### config.mk
export PLATFORM = sky130hd
export DESIGN_NAME = disparo_pc_flat
export DESIGN_NICKNAME = d
export VERILOG_FILES = /design/src/rtl/disparo_pc_if.sv /design/src/rtl/disparo_pc.sv /design/src/flat_wrapper.sv
export SDC_FILE = /design/constraint.sdc
export NUM_CORES = 1
export LEC_CHECK = 0
export CORE_AREA = 2 2 630 632
export CTS_CLUSTER_SIZE = 28
export DETAILED_ROUTE_END_ITERATION = 7
export DIE_AREA = 0 0 632 634
export PLACE_DENSITY = 0.31
export REMOVE_ABC_BUFFERS = 1
export SYNTH_ARGS = -nofsm -noshare
export SYNTH_HDL_FRONTEND = slang
export SYNTH_SLANG_ARGS = --single-unit
### constraint.sdc
create_clock -name clk -period 3.35 [get_ports clk]
set_input_delay 0.8375 -clock clk [delete_from_list [all_inputs] [get_ports clk]]
set_output_delay 0.8375 -clock clk [all_outputs]
set_load 0.1 [all_outputs]
### src/rtl/disparo_pc_if.sv
`default_nettype none
// disparo_pc_if -- control, random-draw and board bus of the PC shot engine (rev 1.0).
interface disparo_pc_if #(
  parameter int N = 5
) ();
  logic       cargar;
  logic       disparar;
  logic       disparoHabilitado;
  logic [3:0] filaRandom;
  logic [3:0] columnaRandom;
  int         matrizInicialJ [N][N];
  int         matrizResJ     [N][N];
  logic       disparoListo;
  logic       impacto;
  logic       fallo;
  logic [3:0] filaDisparo;
  logic [3:0] columnaDisparo;
  logic [4:0] contadorImpactos;
  logic       juegoTerminado;

  modport slave (
    input  cargar, disparar, disparoHabilitado, filaRandom, columnaRandom, matrizInicialJ,
    output matrizResJ, disparoListo, impacto, fallo, filaDisparo, columnaDisparo,
           contadorImpactos, juegoTerminado
  );

  modport master (
    output cargar, disparar, disparoHabilitado, filaRandom, columnaRandom, matrizInicialJ,
    input  matrizResJ, disparoListo, impacto, fallo, filaDisparo, columnaDisparo,
           contadorImpactos, juegoTerminado
  );
endinterface
`default_nettype wire

### src/rtl/disparo_pc.sv
`default_nettype none
// disparo_pc -- PC shot engine: random draws, row-major fallback, hit/miss marking, game over (rev 1.0).
// Optional macro DISPARO_CAZA_EN: after a hit, probe the four neighbours before drawing at random.
module disparo_pc #(
  parameter int N            = 5,
  parameter int TOTAL_CELDAS = 15,
  parameter int MAX_REINT    = 16
) (
  input  logic        clk,
  input  logic        reset,
  disparo_pc_if.slave bus
);
  localparam int RW = $clog2(MAX_REINT + 1);

  typedef enum logic [1:0] {
    IDLE      = 2'd0,
    MUESTREO  = 2'd1,
    RESULTADO = 2'd2,
    FIN       = 2'd3
  } state_t;

  state_t        state, state_next;
  logic [1:0]    tablero [N][N];
  logic [RW-1:0] retry_cnt;
  logic [3:0]    fila_q, col_q;
  logic [4:0]    contador;
  logic          listo_q, impacto_q, fallo_q, terminado_q;

  logic          arranque, acepta, agotado, inc_retry, fin_juego;
  logic [3:0]    sel_fila, sel_col;
  logic          rand_ok, fb_ok, celda_barco;
  logic [3:0]    fb_fila, fb_col;

  // A cell may be shot when on the board and still 0 (water) or 1 (ship).
  function automatic logic celda_libre(input logic [3:0] f, input logic [3:0] c);
    logic r;
    r = 1'b0;
    for (int i = 0; i < N; i++)
      for (int j = 0; j < N; j++)
        if (f == 4'(i) && c == 4'(j) && !tablero[i][j][1]) r = 1'b1;
    return r;
  endfunction

  assign rand_ok = celda_libre(bus.filaRandom, bus.columnaRandom);

  always_comb begin
    fb_ok       = 1'b0;
    fb_fila     = 4'd0;
    fb_col      = 4'd0;
    celda_barco = 1'b0;
    for (int i = 0; i < N; i++) begin
      for (int j = 0; j < N; j++) begin
        if (!fb_ok && !tablero[i][j][1]) begin
          fb_ok   = 1'b1;
          fb_fila = 4'(i);
          fb_col  = 4'(j);
        end
        if (fila_q == 4'(i) && col_q == 4'(j) && tablero[i][j] == 2'd1) celda_barco = 1'b1;
      end
    end
  end

`ifdef DISPARO_CAZA_EN
  logic       caza_activa;
  logic [3:0] caza_fila, caza_col;
  logic [2:0] probe_idx;
  logic [3:0] probe_fila, probe_col;
  logic       probe_en, probe_ok, adv_probe;

  // Off-board neighbours wrap to >= N in 4 bits and are rejected by celda_libre.
  always_comb begin
    probe_fila = caza_fila;
    probe_col  = caza_col;
    case (probe_idx[1:0])
      2'd0:    probe_col  = caza_col + 4'd1;
      2'd1:    probe_fila = caza_fila + 4'd1;
      2'd2:    probe_col  = caza_col - 4'd1;
      default: probe_fila = caza_fila - 4'd1;
    endcase
  end

  assign probe_en = caza_activa && !probe_idx[2];
  assign probe_ok = celda_libre(probe_fila, probe_col);
`endif

  always_ff @(posedge clk or negedge reset) begin
    if (!reset) state <= IDLE;
    else        state <= state_next;
  end

  always_comb begin
    state_next = state;
    arranque   = 1'b0;
    acepta     = 1'b0;
    agotado    = 1'b0;
    inc_retry  = 1'b0;
    fin_juego  = 1'b0;
    sel_fila   = bus.filaRandom;
    sel_col    = bus.columnaRandom;
`ifdef DISPARO_CAZA_EN
    adv_probe  = 1'b0;
`endif
    case (state)
      IDLE: begin
        if (!bus.cargar && bus.disparar && bus.disparoHabilitado) begin
          arranque   = 1'b1;
          state_next = MUESTREO;
        end
      end
      MUESTREO: begin
`ifdef DISPARO_CAZA_EN
        if (probe_en) begin
          sel_fila = probe_fila;
          sel_col  = probe_col;
          if (probe_ok) acepta = 1'b1;
          else          adv_probe = 1'b1;
        end else
`endif
        if (retry_cnt == RW'(MAX_REINT)) begin
          if (fb_ok) begin
            acepta   = 1'b1;
            sel_fila = fb_fila;
            sel_col  = fb_col;
          end else begin
            agotado = 1'b1;
          end
        end else if (rand_ok) begin
          acepta = 1'b1;
        end else begin
          inc_retry = 1'b1;
        end
        if (acepta)       state_next = RESULTADO;
        else if (agotado) state_next = FIN;
      end
      RESULTADO: begin
        fin_juego  = celda_barco && ((contador + 5'd1) >= 5'(TOTAL_CELDAS));
        state_next = fin_juego ? FIN : IDLE;
      end
      FIN: begin
        if (bus.cargar) state_next = IDLE;
      end
      default: state_next = IDLE;
    endcase
  end

  always_ff @(posedge clk or negedge reset) begin
    if (!reset) begin
      for (int i = 0; i < N; i++)
        for (int j = 0; j < N; j++)
          tablero[i][j] <= 2'd0;
      retry_cnt   <= '0;
      fila_q      <= 4'd0;
      col_q       <= 4'd0;
      contador    <= 5'd0;
      listo_q     <= 1'b0;
      impacto_q   <= 1'b0;
      fallo_q     <= 1'b0;
      terminado_q <= 1'b0;
`ifdef DISPARO_CAZA_EN
      caza_activa <= 1'b0;
      caza_fila   <= 4'd0;
      caza_col    <= 4'd0;
      probe_idx   <= 3'd0;
`endif
    end else begin
      listo_q   <= 1'b0;
      impacto_q <= 1'b0;
      fallo_q   <= 1'b0;

      if ((state == IDLE || state == FIN) && bus.cargar) begin
        for (int i = 0; i < N; i++)
          for (int j = 0; j < N; j++)
            tablero[i][j] <= (bus.matrizInicialJ[i][j] == 1) ? 2'd1 : 2'd0;
        contador    <= 5'd0;
        terminado_q <= 1'b0;
`ifdef DISPARO_CAZA_EN
        caza_activa <= 1'b0;
`endif
      end

      if (arranque) begin
        retry_cnt <= '0;
`ifdef DISPARO_CAZA_EN
        probe_idx <= 3'd0;
`endif
      end

      if (inc_retry) retry_cnt <= retry_cnt + 1'b1;

      if (acepta) begin
        fila_q <= sel_fila;
        col_q  <= sel_col;
      end

      // Board exhausted: report completion with neither hit nor miss.
      if (agotado) begin
        terminado_q <= 1'b1;
        listo_q     <= 1'b1;
      end

      if (state == RESULTADO) begin
        listo_q   <= 1'b1;
        impacto_q <= celda_barco;
        fallo_q   <= !celda_barco;
        for (int i = 0; i < N; i++)
          for (int j = 0; j < N; j++)
            if (fila_q == 4'(i) && col_q == 4'(j))
              tablero[i][j] <= celda_barco ? 2'd3 : 2'd2;
        if (celda_barco && contador < 5'(TOTAL_CELDAS)) contador <= contador + 5'd1;
        if (fin_juego) terminado_q <= 1'b1;
`ifdef DISPARO_CAZA_EN
        caza_activa <= celda_barco;
        if (celda_barco) begin
          caza_fila <= fila_q;
          caza_col  <= col_q;
        end
`endif
      end

`ifdef DISPARO_CAZA_EN
      if (adv_probe) probe_idx <= probe_idx + 3'd1;
`endif
    end
  end

  always_comb begin
    for (int i = 0; i < N; i++)
      for (int j = 0; j < N; j++)
        bus.matrizResJ[i][j] = int'(tablero[i][j]);
  end

  assign bus.disparoListo     = listo_q;
  assign bus.impacto          = impacto_q;
  assign bus.fallo            = fallo_q;
  assign bus.filaDisparo      = fila_q;
  assign bus.columnaDisparo   = col_q;
  assign bus.contadorImpactos = contador;
  assign bus.juegoTerminado   = terminado_q;

endmodule
`default_nettype wire
### src/flat_wrapper.sv
// flat-port wrapper written by rule: the top's interface ports become plain ports
module disparo_pc_flat 
#(
  parameter int N            = 5,
  parameter int TOTAL_CELDAS = 15,
  parameter int MAX_REINT    = 16
)
  (clk, reset, bus_cargar, bus_disparar, bus_disparoHabilitado, bus_filaRandom, bus_columnaRandom, bus_matrizInicialJ, bus_matrizResJ, bus_disparoListo, bus_impacto, bus_fallo, bus_filaDisparo, bus_columnaDisparo, bus_contadorImpactos, bus_juegoTerminado);
  disparo_pc_if #(.N(N)) bus_i ();
  input  logic clk;
  input  logic reset;
  input wire logic [$bits(bus_i.cargar)-1:0] bus_cargar;
  input wire logic [$bits(bus_i.disparar)-1:0] bus_disparar;
  input wire logic [$bits(bus_i.disparoHabilitado)-1:0] bus_disparoHabilitado;
  input wire logic [$bits(bus_i.filaRandom)-1:0] bus_filaRandom;
  input wire logic [$bits(bus_i.columnaRandom)-1:0] bus_columnaRandom;
  input wire logic [$bits(bus_i.matrizInicialJ)-1:0] bus_matrizInicialJ;
  output wire logic [$bits(bus_i.matrizResJ)-1:0] bus_matrizResJ;
  output wire logic [$bits(bus_i.disparoListo)-1:0] bus_disparoListo;
  output wire logic [$bits(bus_i.impacto)-1:0] bus_impacto;
  output wire logic [$bits(bus_i.fallo)-1:0] bus_fallo;
  output wire logic [$bits(bus_i.filaDisparo)-1:0] bus_filaDisparo;
  output wire logic [$bits(bus_i.columnaDisparo)-1:0] bus_columnaDisparo;
  output wire logic [$bits(bus_i.contadorImpactos)-1:0] bus_contadorImpactos;
  output wire logic [$bits(bus_i.juegoTerminado)-1:0] bus_juegoTerminado;
  assign bus_i.cargar = bus_cargar;
  assign bus_i.disparar = bus_disparar;
  assign bus_i.disparoHabilitado = bus_disparoHabilitado;
  assign bus_i.filaRandom = bus_filaRandom;
  assign bus_i.columnaRandom = bus_columnaRandom;
  assign bus_i.matrizInicialJ = {>>{bus_matrizInicialJ}};
  assign bus_matrizResJ = {>>{bus_i.matrizResJ}};
  assign bus_disparoListo = bus_i.disparoListo;
  assign bus_impacto = bus_i.impacto;
  assign bus_fallo = bus_i.fallo;
  assign bus_filaDisparo = bus_i.filaDisparo;
  assign bus_columnaDisparo = bus_i.columnaDisparo;
  assign bus_contadorImpactos = bus_i.contadorImpactos;
  assign bus_juegoTerminado = bus_i.juegoTerminado;
  disparo_pc #(.N(N), .TOTAL_CELDAS(TOTAL_CELDAS), .MAX_REINT(MAX_REINT)) u_core (.clk(clk), .reset(reset), .bus(bus_i));
endmodule
==> key figures, run 1 <==
Synth
  – Main combinational cell family by area after synthesis: buffers and inverters
  – Ys async rst share: 100%
  – Mux cell area share after synthesis: 1.26%
  – Top-count cell post-synth: buf_4
  – Dominant synthesized flop cell: dfrtp_1
  – Post-synth cell types: 63
  – EDFF count, synth: 0
  – Sequential area share after synthesis: 15.8%
  – Post-Syn Instances: 1,527
  – Compound-cell area share of the yosys netlist: 6.50%
  – Synthesized area per cell: 7.65 um^2
  – Number of synthesized register bits: 74
  – Mapped cell area: 11,700 um^2
  – Post-synth top area share: 48.3%
  – Post-synthesis xor/xnor area fraction: 0.150%
  – Yosys warnings: 0
  – Simple-gate area share of the yosys netlist: 25.5%
  – Yosys top cell by area: buf_4
  – Adder-cell share of the synthesized area: 0.942%
  – Top cells by area, synth: buf_4 (48%), dfrtp_1 (16%), nor4_1 (9.5%), nand2_1 (3.6%), nand4_1 (2.9%)
  – Post-synth top cells: buf_4 (751), nor4_1 (178), nand2_1 (112), dfrtp_1 (74), nand4_1 (55)

Power
  – Reg power frac: 14.1%
  – Logic pwr share: 76.5%
  – Internal power: 3.36 mW
  – Total power: 11.2 mW
  – Pleak: 8.80 nW
  – VDD IR-drop max: 194 uV
  – Sw power: 7.81 mW
  – Net Sw Frac: 69.9%
  – Power per Cell Area: 441 nW/um^2
  – Clk pwr share: 9.4%

Global routing
  – Initial antenna violation count: 42
  – GRT Total Usage: 5.40%
  – Largest net degree at the start of global routing: 50
  – Vias in the first global route: 12,100
  – GR Overflow Total: 0
  – First-pass GRT wire length: 137 mm

CTS
  – Total CTS buffers: 9
  – CTS max path bufs: 2
  – Clk slew on worst S/H paths: 0.07 ns
  – Cts hold-fix bufs: 0
  – H-tree depth: 3
  – Root buffer cell: clkbuf_16
  – Clock sinks: 74
  – Post-cts sizing count: 0
  – Clk_lat worst skew: 0.35 ns
  – TritonCTS clock tree: built
  – Postcts setup bufs: 0

STA
  – Setup_tns: 0 ns
  – Final setup vio count: 0
  – Max Clk Rate: 0.318 GHz
  – Setup Skew: 0.0170 ns
  – Final Hold Fails: 0
  – Worst Max-Slew Pin Slew: 1.06 ns
  – Max_slew headroom: 28.5%
  – Tcrit/Tclk final: 93.8%
  – Setup repair after global routing missed its margin: no
  – Slew Viols, Final: 0
  – Crit path time final: 3.14 ns

Critical path
  – Family with the most delay on the worst path: compound AO/OA/AOI/OAI gates
  – Most common cell on crit path: buf_4
  – Worst-path cell chain: clkdlybuf4s50_1 -> buf_4 -> nand2b_1 -> o41ai_1 -> a221oi_1 -> o31ai_1 -> nor3b_1 -> buf_4 -> or4b_1 -> o22a_1
  – CP peak stage delay: 0.52 ns
  – Buf+Inv Stages, Crit Path: 3
  – Critical Path Source Type: input pin
  – Crit path max fanout: 14
  – Worst setup EP type: flip-flop
  – Worst EP required: 3.59 ns
  – CP max-delay cell: clkdlybuf4s50_1
  – Worst setup path class: input pin to flip-flop
  – Crit path arrival time: 3.38 ns

Finish
  – Share of cells above drive strength 1: 9.42%
  – P&R area growth vs syn: 117%
  – Nets: 3,321

Floorplan
  – Die Y: 634 um
  – Die width: 632 um
  – Row count: 231
  – Top Ports: 1,630
  – Die area: 401,000 um^2
  – Core box area: 394,000 um^2
  – Initial Utilization: 2.96%

Detailed routing
  – DR vias/cell: 1.66
  – Drt total wl: 116 mm
  – DR pass1 iterations: 4
  – Post-route ant nets: 0
  – DRC viols: 0
  – DR vias: 12,800
  – Drt wl/cell: 15.0 um
  – Starting DRT DRC Count: 507

Flow run
  – MaxCap Viol Count: 0

Placement
  – Routability cong.: 0.888
  – # port buffers: 879
  – HPWL after detailed placement: 110 mm

Min path
  – HP Class: input pin to async pin

Status
  – Status: completed
## kinds of logic after synthesis
| group | after synthesis |
|---|---|
| muxes | 14 |
| buffers and inverters | 792 |
| AOI/OAI and AO/OA | 120 |
| other | 1 |
| and+or+nand+nor | 515 |
| adders and majority gates | 9 |
| xor gates and xnor gates | 2 |
| DFF | 74 |
## layout make-up
cell class | count | area, um^2
Tap cell | 5242 | 6560
Inverter | 18 | 67.6
Clock buffer | 9 | 225
Clock inverter | 7 | 82.6
Fill cell | 46600 | 369000
Multi-Input combinational cell | 1410 | 7020
Antenna cell | 6 | 15.0
Timing Repair Buffer | 987 | 9510
Sequential cell | 74 | 1850
## final timing paths
| check | from | end | slack, ns | depth (start not counted) |
|---|---|---|---|---|
| setup / recovery | bus_columnaRandom[1] | u_core.state[0]$_DFFE_PN0P_ | 0.21 | 10 |
| hold / removal | reset | u_core.bus.matrizResJ[192]$_DFF_PN0_ | 0.47 | 1 |
| setup reg to reg | u_core.bus.filaDisparo[3]$_DFFE_PN0P_ | u_core.state[1]$_DFFE_PN0P_ | 0.46 | 8 |
| hold reg to reg | u_core.bus.juegoTerminado$_DFF_PN0_ | u_core.bus.juegoTerminado$_DFF_PN0_ | 0.51 | 1 |
| max in group asynchronous | reset | u_core.bus.columnaDisparo[1]$_DFFE_PN0P_ | 2.20 | 2 |
| min in group clk | u_core.bus.juegoTerminado$_DFF_PN0_ | u_core.bus.juegoTerminado$_DFF_PN0_ | 0.51 | 1 |
## sequential cells by signal (all words and copies together) (netlist names)
name	cells
u_core.bus.matrizResJ	50
u_core.bus.contadorImpactos	5
u_core.retry_cnt	5
u_core.bus.columnaDisparo	4
u_core.bus.filaDisparo	4
u_core.state	2
u_core.bus.disparoListo	1
u_core.bus.fallo	1
u_core.bus.impacto	1
u_core.bus.juegoTerminado	1
## through the flow
stage / worst slack, ns / hold slack [ns] / utilization, % / std cells / instance area, um^2
after floorplan: -0.0597 / 0.537 / - / 1502 / 8750
after global placement: -0.259 / 0.503 / 6.34 / 7731 / 25000
after detailed placement: -0.126 / 0.504 / 6.34 / 7731 / 25000
after CTS: 0.223 / 0.495 / 6.42 / 7747 / 25300
after global routing: 0.131 / 0.507 / 6.43 / 7753 / 25300
final: 0.209 / 0.471 / 6.43 / 7753 / 25300
## cells in the final DEF (no fill, tap or decap), drive strengths merged, types with 4 or more instances in the layout
| cell | count |
|---|---|
| dfrtp | 74 |
| nand3b | 10 |
| and2 | 9 |
| nand2 | 112 |
| nor3 | 54 |
| a21oi | 54 |
| o21ai | 19 |
| clkdlybuf4s50 | 811 |
| clkbuf | 9 |
| and3 | 4 |
| diode | 6 |
| nor2b | 10 |
| inv | 22 |
| nor4 | 178 |
| ha | 8 |
| nand4 | 55 |
| nor4b | 31 |
| nor2 | 16 |
| mux2 | 6 |
| buf | 176 |
| nand3 | 17 |
| mux2i | 8 |
| nand2b | 4 |
| nor3b | 6 |
| a21boi | 5 |
| conb | 750 |
| a32oi | 6 |
## power groups by stage
stage	clock network, mW	logic (mW)	registers [mW]
6_report	1.05	8.54	1.57
5_1_grt	1.11	8.98	1.60
4_1_cts	1.08	8.78	1.59
3_5_place_dp	0	8.76	1.61
3_3_place_gp	0	8.77	1.60
2_1_floorplan	0	4.41	2.73
## layer usage
metal	up-vias	global-route usage, %	routed length [um]	share of wire (%)
met4	16	1.41	3270	2.8
met1	6001	5.64	41200	35
met3	119	1.36	7550	6.5
met2	851	10.6	64300	55
met5	-	0	99	0.085
li1	5853	-	-	-
No activity file was read; power rests on OpenSTA's default activity.
==> run 2, diff against run 1 <==
--- a/config.mk
+++ b/config.mk
@@ -9,6 +9,7 @@
 export CTS_CLUSTER_SIZE = 28
 export DETAILED_ROUTE_END_ITERATION = 7
 export DIE_AREA = 0 0 632 634
+export GPL_TIMING_DRIVEN = 0
 export PLACE_DENSITY = 0.31
 export REMOVE_ABC_BUFFERS = 1
 export SYNTH_ARGS = -nofsm -noshare
==> key figures, run 2 (synthesis results as in run 1) <==
Critical path
  – Worst EP required: 2.51 ns (-1.08 ns)
  – Worst setup path class: flip-flop to output port
  – Worst setup EP type: output port
  – R2R Path Start: u_core.bus.filaDisparo[3]$_DFFE_PN0P_
  – Worst R2R Path Depth: 7 (-1)
  – CP peak stage delay: 1.45 ns (+0.93 ns)
  – Worst R2R End: u_core.state[1]$_DFFE_PN0P_
  – Worst-path cell chain: clkdlybuf4s50_1
  – Reg-to-reg setup timing slack: 0.25 ns (-0.21 ns)
  – Crit path arrival time: 2.43 ns (-0.95 ns)
  – Critical Path Source Type: flip-flop
  – Crit path max fanout: 3 (-11)
  – Buf+Inv Stages, Crit Path: 1 (-2)
  – WP depth: 1 (-9)
  – CP max-delay cell: clkdlybuf4s50_1
  – Family with the most delay on the worst path: buffers and inverters

Finish
  – Commonest non-fill, non-tap cell in the layout: clkdlybuf4s50_1
  – Util after Layout: 6.36% (-0.065 points)
  – P&R area growth vs syn: 115%
  – Nets: 3,253 (-2.0%)
  – Final non-filler cell total: 7,684 (-0.89%)
  – Most frequent cells in the layout: clkdlybuf4s50_1 (857), conb_1 (750), nor4_1 (158), nand2_1 (112), dfrtp_1 (74)
  – Share of cells above drive strength 1: 5.62% (-3.8 points)
  – Number of flip-flops in the largest register: 50 (unchanged)

Detailed routing
  – DRC viols: 0 (unchanged)
  – DR vias/cell: 1.63 (-1.7%)
  – DR pass1 iterations: 5 (+1)
  – DR vias: 12,500 (-2.6%)
  – Post-route ant nets: 0 (unchanged)
  – Starting DRT DRC Count: 495 (-2.4%)
  – Drt total wl: 114 mm (-1.9%)
  – Drt wl/cell: 14.9 um (-0.99%)

Global routing
  – Initial antenna violation count: 44 (+4.8%)
  – GR Overflow Total: 0 (unchanged)
  – Largest net degree at the start of global routing: 44 (-12%)
  – GRT Total Usage: 5.29% (-0.11 points)
  – Vias in the first global route: 11,700 (-3.3%)
  – First-pass GRT wire length: 134 mm (-2.3%)

Floorplan
  – Core box area: 394,000 um^2 (unchanged)
  – Die width: 632 um (unchanged)
  – Die Y: 634 um (unchanged)
  – Row count: 231 (unchanged)
  – Initial Utilization: 2.96% (unchanged)
  – Die area: 401,000 um^2 (unchanged)
  – Top Ports: 1,630 (unchanged)

CTS
  – TritonCTS clock tree: built
  – Clk_lat worst skew: 0.37 ns (+0.02 ns)
  – Clock sinks: 74 (unchanged)
  – Total CTS buffers: 9 (unchanged)
  – Clk slew on worst S/H paths: 0.07 ns (about the same)
  – CTS max path bufs: 2 (unchanged)
  – H-tree depth: 3 (unchanged)
  – Root buffer cell: clkbuf_16

Power
  – Power per Cell Area: 435 nW/um^2 (-1.3%)
  – Sw power: 7.73 mW (-0.95%)
  – Pleak: 8.40 nW (-4.6%)
  – Reg power frac: 14.3% (+0.2 points)
  – Clk pwr share: 8.8% (-0.6 points)
  – Internal power: 3.17 mW (-5.6%)
  – Logic pwr share: 76.9% (+0.4 points)
  – VDD IR-drop max: 309 uV (+60%)
  – Net Sw Frac: 70.9% (+1.0 points)

Placement
  – HPWL after detailed placement: 107 mm (-2.5%)
  – # port buffers: 879 (unchanged)
  – Routability cong.: 0.860 (-3.2%)
  – Worst slack, placed: -0.846 ns (-0.720 ns)
  – Placed cell count: 7,662 (-0.89%)

Min path
  – HP Class: input pin to async pin

STA
  – Worst Max-Slew Pin Slew: 1.33 ns (+0.270 ns)
  – Crit path time final: 3.26 ns (+0.123 ns)
  – Max_slew headroom: 9.88% (-19 points)
  – Tcrit/Tclk final: 97.4% (+3.7 points)
  – Setup Skew: 0.0122 ns (-0.00486 ns)
  – Max Clk Rate: 0.306 GHz (-3.8%)
  – Slew Viols, Final: 0 (unchanged)
  – Final setup vio count: 0 (unchanged)
  – Setup WS post-layout: 0.0862 ns (-0.123 ns)
  – Setup repair after global routing missed its margin: no
  – Final Hold Fails: 0 (unchanged)

Flow run
  – MaxCap Viol Count: 0 (unchanged)

Status
  – Status: completed
[run 2: changes by cell type in the layout (fill, tap and decap cells not counted), sizes merged]
cell and change:
bufinv -1, inv -3, diode -1, clkdlybuf4s50 +46, buf -117, clkinv +4
dlygate4sd2 +3
[run 2: layout make-up]
class,instances,area (um^2)
Clock buffer,9,225
Sequential cell,74,1850
Fill cell,46600,369000
Timing Repair Buffer,919,9170
Tap cell,5242,6560
Clock inverter,7,55.1
Antenna cell,5,12.5
Multi-Input combinational cell,1410,7130
Inverter,18,67.6
[run 2: worst max path at each step]
stage                                     startpoint  slack [ns]                                        to
5_1_grt                      bus_matrizInicialJ[512]      0.0009      u_core.bus.matrizResJ[512]$_DFF_PN0_
6_report        u_core.bus.matrizResJ[576]$_DFF_PN0_        0.09                       bus_matrizResJ[576]
2_1_floorplan  u_core.bus.filaDisparo[1]$_DFFE_PN0P_       -0.06  u_core.bus.contadorImpactos[0]$_DFF_PN0_
3_3_place_gp                              bus_cargar       -6.00      u_core.bus.matrizResJ[192]$_DFF_PN0_
3_5_place_dp                    bus_columnaRandom[1]       -0.85           u_core.retry_cnt[2]$_DFFE_PN0P_
4_1_cts         u_core.bus.matrizResJ[576]$_DFF_PN0_       0.009                       bus_matrizResJ[576]
[run 2: power groups by stage]
| stage | sequential (mW) | combinational [mW] | clock [mW] |
|---|---|---|---|
| 6_report | 1.56 | 8.38 | 0.959 |
| 5_1_grt | 1.60 | 8.80 | 1.02 |
| 4_1_cts | 1.57 | 8.59 | 0.978 |
| 3_5_place_dp | 1.58 | 8.57 | 0 |
| 3_3_place_gp | 1.54 | 8.26 | 0 |
| 2_1_floorplan | 2.73 | 4.41 | 0 |
[run 2: what timing repair did]
action | CTS | global route
hold buffers | 0 | 0
cloned | 0 | 0
endpoints found under the setup margin | 42 | 11
setup buffers | 0 | 1
gates resized for setup | 10 | 7
pin swaps | 0 | 1
[run 2: worst reg2reg max path: cells and delay by family, from the launching register on]
family / cells / cell delay [ns]
compound gates: 3 / 1.10
flops: 1 / 0.51
simple gates: 4 / 1.43
[run 2: routing by layer]
metal,global-route usage [%],up-vias,share of wire [%]
met3,1.22,107,6.3
met2,10.3,861,55
met4,1.62,18,3.0
met5,0,-,0.10
met1,5.58,5800,36
li1,-,5718,-
[run 2: through the flow]
step | total power [mW] | TNS (ns) | instance area [um^2] | hold slack [ns]
after floorplan | 7.14 | -0.134 | 8750 | 0.537
after global placement | 9.81 | -357.98 | 24100 | 0.512
after detailed placement | 10.2 | -16.80 | 24700 | 0.509
after CTS | 11.1 | 0 | 25000 | 0.525
after global routing | 11.4 | 0 | 25100 | 0.532
final | 10.9 | 0 | 25100 | 0.504
==> run 3, diff against run 2 <==
--- a/config.mk
+++ b/config.mk
@@ -5,12 +5,12 @@
 export SDC_FILE = /design/constraint.sdc
 export NUM_CORES = 1
 export LEC_CHECK = 0
-export CORE_AREA = 2 2 630 632
+export CORE_AREA = 2 2 638 640
 export CTS_CLUSTER_SIZE = 28
 export DETAILED_ROUTE_END_ITERATION = 7
-export DIE_AREA = 0 0 632 634
+export DIE_AREA = 0 0 640 642
 export GPL_TIMING_DRIVEN = 0
-export PLACE_DENSITY = 0.31
+export PLACE_DENSITY_LB_ADDON = 0.08
 export REMOVE_ABC_BUFFERS = 1
 export SYNTH_ARGS = -nofsm -noshare
 export SYNTH_HDL_FRONTEND = slang
==> constraint.sdc (replaced) <==
create_clock -name clk -period 2.9 [get_ports clk]
set_input_delay 0.725 -clock clk [delete_from_list [all_inputs] [get_ports clk]]
set_output_delay 0.725 -clock clk [all_outputs]
set_load 0.1 [all_outputs]
==> key figures, run 3 (synthesis results as in run 1) <==
Detailed routing
  – DR vias/cell: 1.55 (-4.5%)
  – Post-route ant nets: 0 (unchanged)
  – Starting DRT DRC Count: 304 (-39%)
  – DRC viols: 0 (unchanged)
  – DR pass1 iterations: 5 (unchanged)
  – DR vias: 12,200 (-2.2%)
  – Drt wl/cell: 14.2 um (-4.6%)
  – Drt total wl: 112 mm (-2.4%)

CTS
  – Cts hold-fix bufs: 0 (unchanged)
  – TritonCTS clock tree: built
  – Clock sinks: 74 (unchanged)
  – H-tree depth: 3 (unchanged)
  – Clk_lat worst skew: 0.39 ns (+0.02 ns)
  – CTS max path bufs: 2 (unchanged)
  – Clk slew on worst S/H paths: 0.07 ns (about the same)
  – Root buffer cell: clkbuf_16
  – Total CTS buffers: 9 (unchanged)

Finish
  – Commonest non-fill, non-tap cell in the layout: clkdlybuf4s50_1
  – Util after Layout: 6.25% (-0.11 points)
  – Final non-filler cell total: 7,865 (+2.4%)
  – Number of flip-flops in the largest register: 50 (unchanged)
  – Share of cells above drive strength 1: 5.18% (-0.44 points)
  – Fill count: 47,700 (+2.4%)
  – Nets: 3,247 (-0.18%)
  – Most frequent cells in the layout: clkdlybuf4s50_1 (819), conb_1 (750), nor4_1 (172), nand2_1 (112), dfrtp_1 (69)
  – P&R area growth vs syn: 116%

Flow run
  – MaxCap Viol Count: 0 (unchanged)

Critical path
  – WP depth: 1 (unchanged)
  – Critical Path Source Type: flip-flop
  – Buf+Inv Stages, Crit Path: 1 (unchanged)
  – Family with the most delay on the worst path: buffers and inverters
  – Crit path arrival time: 2.12 ns (-0.31 ns)
  – Critical Path Source: u_core.bus.contadorImpactos[1]$_DFF_PN0_
  – Worst R2R End: u_core.state[1]$_DFFE_PN0P_
  – CP peak stage delay: 1.23 ns (-0.22 ns)
  – Worst EP required: 2.17 ns (-0.34 ns)
  – Crit path max fanout: 6 (+3)
  – Worst setup EP type: output port
  – Worst-path cell chain: clkdlybuf4s50_1
  – Worst R2R Path Depth: 8 (+1)
  – CP max-delay cell: clkdlybuf4s50_1
  – Worst setup path class: flip-flop to output port
  – Reg-to-reg setup timing slack: 0.08 ns (-0.17 ns)
  – CP endpoint: bus_contadorImpactos[1]
  – R2R Path Start: u_core.bus.filaDisparo[0]$_DFFE_PN0P_

Min path
  – HP Class: input pin to async pin

Global routing
  – Vias in the first global route: 12,200 (+3.9%)
  – GR Overflow Total: 0 (unchanged)
  – GRT Total Usage: 5.10% (-0.19 points)
  – Initial antenna violation count: 31 (-30%)
  – Largest net degree at the start of global routing: 47 (+6.8%)
  – Met2 Usage GRT: 10.6% (+0.37 points)
  – Grt met3 use: 1.37% (+0.15 points)
  – GR peak layer: met2
  – Met1 Use GR: 4.93% (-0.64 points)
  – First-pass GRT wire length: 135 mm (+0.42%)

STA
  – Max Clk Rate: 0.352 GHz
  – Setup repair after global routing missed its margin: no
  – Final setup vio count: 0 (unchanged)
  – Slew Viols, Final: 0 (unchanged)
  – Final Hold Fails: 0 (unchanged)
  – Fin Hold WS: 0.307 ns (-0.197 ns)
  – Tcrit/Tclk final: 98.0%
  – Max_slew headroom: 19.9% (+10 points)
  – Worst Max-Slew Pin Slew: 1.20 ns (-0.135 ns)
  – Setup Skew: 0.0198 ns (+0.00767 ns)
  – Crit path time final: 2.84 ns

Power
  – VDD IR-drop max: 309 uV (-0.27%)
  – Total power: 12.9 mW (+18%)
  – Logic pwr share: 74.9% (-2.0 points)
  – Internal power: 3.90 mW (+23%)
  – Power per Cell Area: 509 nW/um^2 (+17%)
  – Pleak: 8.62 nW (+2.6%)
  – Reg power frac: 15.1% (+0.8 points)
  – Sw power: 8.98 mW (+16%)
  – Clk pwr share: 9.9% (+1.1 points)
  – Net Sw Frac: 69.7% (-1.2 points)

Placement
  – HPWL after detailed placement: 102 mm (-4.4%)
  – Placed cell count: 7,825 (+2.1%)
  – Routability cong.: 0.701 (-18%)
  – # port buffers: 879 (unchanged)

Status
  – Status: completed

Floorplan
  – Die width: 640 um (+1.3%)
  – Core box area: 404,000 um^2 (+2.6%)
  – Die area: 411,000 um^2 (+2.5%)
  – Row count: 234 (+1.3%)
  – Die Y: 642 um (+1.3%)
  – Top Ports: 1,630 (unchanged)
  – Initial Utilization: 2.89% (-0.074 points)
run 3: final cells by class:
cell class	count	area, um^2	area share, %
clock inverters	6	66.3	0.262
inverters	18	67.6	0.267
clock buffers	10	239	0.945
flip-flops and latches	74	1860	7.35
diodes	6	15.0	0.0594
multi-input cells	1412	7190	28.4
well taps	5428	6790	26.9
repair buffers	911	9060	35.8
run 3: metal layers:
layer | part of all wire [%] | vias up
li1 | - | 5722
met1 | 33 | 5684
met2 | 58 | 733
met3 | 6.9 | 64
met4 | 1.2 | 26
met5 | 0.16 | -
run 3: worst min path at each step:
stage	from	endpoint	slack [ns]	cells after the start
after floorplan	reset	u_core.bus.columnaDisparo[0]$_DFFE_PN0P_	0.43	0
after global placement	u_core.bus.juegoTerminado$_DFF_PN0_	u_core.bus.juegoTerminado$_DFF_PN0_	0.50	1
after detailed placement	u_core.bus.juegoTerminado$_DFF_PN0_	u_core.bus.juegoTerminado$_DFF_PN0_	0.51	1
after CTS	reset	u_core.bus.matrizResJ[192]$_DFF_PN0_	0.31	1
after global routing	reset	u_core.bus.matrizResJ[192]$_DFF_PN0_	0.33	1
final	reset	u_core.bus.matrizResJ[352]$_DFF_PN0_	0.31	1
run 3: what timing repair did:
action,4_1_cts,5_1_grt
pin swaps,8,4
setup endpoints to repair,91,15
cloned,2,0
buffers inserted,14,2
gates resized for setup,81,13
run 3: per-stage QoR:
stage               cell area [um^2]  TNS [ns]  setup slack [ns]
global placement               24300   -505.66             -6.49
floorplan                       8750    -10.69            -0.510
CTS                            25200         0           0.00351
detailed placement             24700    -26.92             -1.09
finish                         25300         0            0.0588
global route                   25300         0           0.00134
run 3: power by group through the flow:
stage,registers (mW),clock network (mW),logic [mW]
finish,1.95,1.28,9.65
global route,2.02,1.39,10.1
CTS,1.99,1.36,9.83
detailed placement,2.00,0,9.74
global placement,1.89,0,9.05
floorplan,3.16,0,5.09
